**src/rtl/instr_fetch16.sv**
```systemverilog
// Instruction fetch stage for the 16-bit CPU.
// Reads the byte-wide instruction memory two bytes per instruction, assembles
// big-endian 16-bit words, queues them in a small prefetch buffer, and hands
// them to decode over a valid/ready handshake. Supports PC redirect and HALT.
module instr_fetch16 #(
    parameter int ADDR_W   = 8,
    parameter int QDEPTH   = 2,
    parameter int RESET_PC = 0
) (
    input  logic              CK,
    input  logic              RST,
    output logic              MEM_RE,
    output logic [ADDR_W-1:0] MEM_ADDR,
    input  logic [7:0]        MEM_RDATA,
    output logic              IR_VALID,
    output logic [15:0]       IR,
    output logic [ADDR_W-1:0] IR_PC,
    input  logic              IR_READY,
    input  logic              REDIRECT,
    input  logic [ADDR_W-1:0] REDIRECT_PC,
    input  logic              HALT
);

    localparam int PW = $clog2(QDEPTH);
    localparam int CW = PW + 1;

    localparam logic [1:0] S_HI   = 2'd0;
    localparam logic [1:0] S_LO   = 2'd1;
    localparam logic [1:0] S_PUSH = 2'd2;

    logic [1:0]        state;
    logic [ADDR_W-1:0] fpc;
    logic [7:0]        hi_byte;

    logic [15:0]       q_word [QDEPTH];
    logic [ADDR_W-1:0] q_pc   [QDEPTH];
    logic [PW-1:0]     rd_ptr;
    logic [PW-1:0]     wr_ptr;
    logic [CW-1:0]     count;

    logic              pop;
    logic              do_push;
    logic              space;
    logic              push_room;
    logic [CW-1:0]     count_after_pop;
    logic [CW-1:0]     count_after_push;

    assign IR_VALID = (count != '0);
    assign pop      = IR_VALID & IR_READY;

    // Queue occupancy bookkeeping: room checks account for a pop happening this cycle.
    always_comb begin
        count_after_pop  = count - CW'(pop);
        count_after_push = count_after_pop + CW'(1);
        space            = (count_after_pop < CW'(QDEPTH));
        push_room        = (count_after_push < CW'(QDEPTH));
        do_push          = (state == S_PUSH) && !REDIRECT && !RST;
    end

    // Memory read strobe and address, decoded from the current fetch phase.
    always_comb begin
        MEM_RE   = 1'b0;
        MEM_ADDR = '0;
        if (!RST && !REDIRECT) begin
            case (state)
                S_HI: begin
                    if (space && !HALT) begin
                        MEM_RE   = 1'b1;
                        MEM_ADDR = fpc;
                    end
                end
                S_LO: begin
                    MEM_RE   = 1'b1;
                    MEM_ADDR = fpc + ADDR_W'(1);
                end
                S_PUSH: begin
                    if (push_room && !HALT) begin
                        MEM_RE   = 1'b1;
                        MEM_ADDR = fpc + ADDR_W'(2);
                    end
                end
                default: begin
                    MEM_RE   = 1'b0;
                    MEM_ADDR = '0;
                end
            endcase
        end
    end

    // Fetch sequencer, fetch PC and queue pointers; redirect flushes everything in flight.
    always_ff @(posedge CK) begin
        if (RST) begin
            state   <= S_HI;
            fpc     <= ADDR_W'(RESET_PC);
            hi_byte <= '0;
            rd_ptr  <= '0;
            wr_ptr  <= '0;
            count   <= '0;
        end else if (REDIRECT) begin
            state   <= S_HI;
            fpc     <= REDIRECT_PC & ~ADDR_W'(1);
            rd_ptr  <= '0;
            wr_ptr  <= '0;
            count   <= '0;
        end else begin
            case (state)
                S_HI: begin
                    if (space && !HALT) begin
                        state <= S_LO;
                    end
                end
                S_LO: begin
                    hi_byte <= MEM_RDATA;
                    state   <= S_PUSH;
                end
                S_PUSH: begin
                    fpc   <= fpc + ADDR_W'(2);
                    state <= (push_room && !HALT) ? S_LO : S_HI;
                end
                default: begin
                    state <= S_HI;
                end
            endcase
            if (pop) begin
                rd_ptr <= rd_ptr + PW'(1);
            end
            if (do_push) begin
                wr_ptr <= wr_ptr + PW'(1);
                count  <= count_after_push;
            end else begin
                count  <= count_after_pop;
            end
        end
    end

    // Queue storage; contents need no reset because outputs are gated by IR_VALID.
    always_ff @(posedge CK) begin
        if (do_push) begin
            q_word[wr_ptr] <= {hi_byte, MEM_RDATA};
            q_pc[wr_ptr]   <= fpc;
        end
    end

    assign IR    = IR_VALID ? q_word[rd_ptr] : 16'h0000;
    assign IR_PC = IR_VALID ? q_pc[rd_ptr]   : '0;

endmodule

```
**config.mk**
```make
export PLATFORM = sky130hd
export DESIGN_NAME = instr_fetch16
export DESIGN_NICKNAME = d
export VERILOG_FILES = /design/src/rtl/instr_fetch16.sv
export SDC_FILE = /design/constraint.sdc
export NUM_CORES = 1
export LEC_CHECK = 0
export ABC_AREA = 1
export BUFFER_PORTS_ARGS = -buffer_cell sky130_fd_sc_hd__buf_4
export CAP_MARGIN = 25
export CORE_ASPECT_RATIO = 1.4
export CORE_UTILIZATION = 46
export CTS_CLUSTER_DIAMETER = 50
export DETAILED_ROUTE_END_ITERATION = 10
export PLACE_DENSITY = 0.68
export SYNTH_ARGS = -nofsm -noshare
export SYNTH_HDL_FRONTEND = slang
export SYNTH_SLANG_ARGS = --single-unit
```
**constraint.sdc**
```tcl
create_clock -name CK -period 3.89 [get_ports CK]
set_input_delay 0.1945 -clock CK [delete_from_list [all_inputs] [get_ports CK]]
set_output_delay 0.1945 -clock CK [all_outputs]
set_load 0.05 [all_outputs]
```
==> impl_metrics.yaml <==
route:
  drtAntennaViolNets: 0
  wl_um: 5760
  via_per_inst: 5.04
  first_iter_violations: 108
  drt_first_pass_iters: 4
  wl_per_cell_um: 13.1
  vias: 2223
  drcViolationCount: 0
critical_path:
  worstReg2RegEnd: "q_word[1][13]"
  path_class: "reg2out"
  setup.worst_path.start: "count[1]"
  worst_ep_required_time_ns: 3.70
  worst_setup_path_end_kind: "output port"
  arrival_ns: 2.44
  cp_cell_sequence: "nor2_2 > buf_4 > nor2_1 > ha_1 > inv_1 > nand3_1 > nand2_1 > nor2_4 > nand2_1 > a21oi_1 > buf_4"
  reg2reg_slack_ns: 2.05
  worstPathMaxFanout: 25
  r2r_start: "state[1]"
  worst_r2r_path_depth: 5
  cpMaxStageDelayCell: "dfxtp_1"
  worstSetupEndpoint: "MEM_ADDR[5]"
  start_kind: "register"
  slowest_delay_ns: 0.34
timing:
  rsz0062_at_grt: "no"
  fin_worst_skew_ns: 0.00640
  slew_headroom_pct: 50.7
  hold_violations: 0
  tightest_slew_ns: 0.739
  setup_viol: 0
  fin_crit_sh_pct: 67.8
  finalCriticalPeriod_ns: 2.64
  setup_tns_ns: 0
  final_max_slew_viol_count: 0
  max_freq_ghz: 0.379
clocking:
  numClockSinks: 68
  cts_root_buffer: "clkbuf_8"
  numCtsBuffers: 9
  clk_path_buf_depth: 2
  hold_buffers: 0
  clock_latency_ns: 0.33
  cts.repair.resized: 0
  post-cts-setup-buffer-count: 0
  clk_pin_slew_worst_paths_ns: 0.07
  cts_tree: "done"
  cts.htree.levels: 3
synth:
  synth_xor_area_share_pct: 0.896
  synth_nets: 331
  synthCells: 308
  synthAdderAreaFrac_pct: 0.853
  syn_area_mm2: 0.00293
  synth_edf_count: 46
  ys_seq_area_share_pct: 62.1
  synthMuxAreaShare_pct: 0
  ys_types: 24
  yosys_warnings: 0
  synth_top_family_by_area: "simple AND/OR/NAND/NOR gates"
  ys_dominant_reg_cell: "edfxtp_1"
  ys_ff_latch: 68
  synthSimpleGateAreaFrac_pct: 20.9
  synth_compound_area_share_pct: 10.4
  async_flop_share_pct: 0
  synth.avg_cell_area_um2: 9.52
floorplan:
  rows: 34
  ioPinCount: 55
  dieArea_mm2: 0.00670
  die_w_um: 69.5
  initial_core_util_pct: 47.5
  core-area_mm2: 0.00617
  die_h_um: 96.5
global_route:
  grt_pass1_wl_um: 9580
  grt_pass1_vias: 2120
  overflow: 0
  grt_usage_pct: 18.7
  antenna_found_initial: 0
  grt_start_max_net_pins: 26
placement:
  dp_cells: 425
  numPortBuffers: 52
  dp_hpwl_um: 3910
  globalplace.congestion: 0.849
job:
  cap_viol_max_count: 0
hold_path:
  min_from: "MEM_RDATA[7]"
  hold_path_class: "in2reg"
status:
  outcome: "complete, no violations"
layout:
  multi_input_area_um2: 976
  antenna_cells: 0
  fillers: 559
  drive_above_1_share_pct: 24.1
  seq_area_mm2: 0.00182
  fin_nets: 387
  finalNonFillerCells: 441
  area_growth_pct: 22.8
power_and_ir_drop:
  irDropWorstVdd_uv: 201
  power_mw: 1.41
  leakagePower_nw: 1.39
  power.density_mw_per_mm2: 390
-- power breakdown --
group	total (mW)	internal [mW]	switching, mW
combinational	0.0847	0.0306	0.0541
clock	0.534	0.293	0.241
sequential	0.786	0.776	0.0102
total	1.41	1.10	0.306
-- layer usage --
metal	vias up	global-route usage, %	share of wire, %
li1	1141	-	-
met4	0	10.4	0.76
met2	46	34.1	52
met1	1032	20.2	42
met5	-	0	0
met3	4	4.36	4.9
-- metrics by stage --
step	worst slack (ns)	area, um2	util, %	hold WS, ns
after floorplan	1.54	2930	-	0.293
after global placement	1.58	3390	55.0	0.391
after detailed placement	1.59	3420	55.4	0.396
after CTS	1.22	3600	58.4	0.0440
after global routing	1.04	3600	58.4	0.0338
final	1.25	3600	58.4	0.0558
-- worst min path at each step --
stage | endpoint | slack (ns) | cells after the start
2_1_floorplan | q_word[0][0] | 0.29 | 0
3_3_place_gp | q_word[0][2] | 0.39 | 1
3_5_place_dp | q_word[0][4] | 0.40 | 1
4_1_cts | q_word[0][7] | 0.04 | 1
5_1_grt | q_word[0][7] | 0.03 | 1
6_report | q_word[0][7] | 0.06 | 1
-- cell families after synthesis --
family	after synthesis
fa+ha+maj	2
xor+xnor	3
simple gates	140
compound gates	59
other cells	1
buf+inv	35
flops	68
-- registers in the layout (all words and copies together) (netlist names), named ones only --
signal / flops
q_word: 32
state: 2
hi_byte: 8
q_pc: 14
count: 2
wr_ptr: 1
fpc: 7
rd_ptr: 1
-- Yosys cell counts, types with 3 or more instances --
master / instances / area [um2]
nand2_1: 104 / 390
a21oi_1: 48 / 240
edfxtp_1: 46 / 1380
dfxtp_1: 22 / 440
inv_1: 18 / 67.6
nand3_1: 14 / 70.1
nor2_1: 9 / 33.8
clkbuf_1: 6 / 22.5
inv_2: 6 / 22.5
o21ai_0: 6 / 30.0
buf_2: 4 / 20.0
a31oi_1: 3 / 18.8
nor2_2: 3 / 18.8
nor2_4: 3 / 33.8
xor2_1: 3 / 26.3
-- cell type report --
type                       count  area share (%)
inverter                      24            2.50
timing repair buffer          56            12.2
clock inverter                 5            1.46
sequential                    68            50.6
clock buffer                  11            3.65
tap                           72            2.50
multi-input combinational    205            27.1
-- worst max-delay path, delay by kind of cell, from the launching register on --
kind	cells	cell delay, ns
and+or+nand+nor	6	0.72
buffers and inverters	3	0.56
DFF	1	0.34
adders and majority gates	1	0.33
AOI/OAI and AO/OA	1	0.16
-- cells in the final DEF, fill, tap and decap left out, drive strengths merged --
cell type    n
nand2      108
inv         24
nand3       14
nor3         2
buf         56
clkinvlp     1
nand3b       1
clkinv       3
bufinv       1
xor2         3
conb         1
a31oi        3
dfxtp       22
nor2        15
a21oi       48
o21bai       1
a22oi        1
ha           2
clkbuf      11
edfxtp      46
o21ai        6
(Power assumes the default switching activity.)
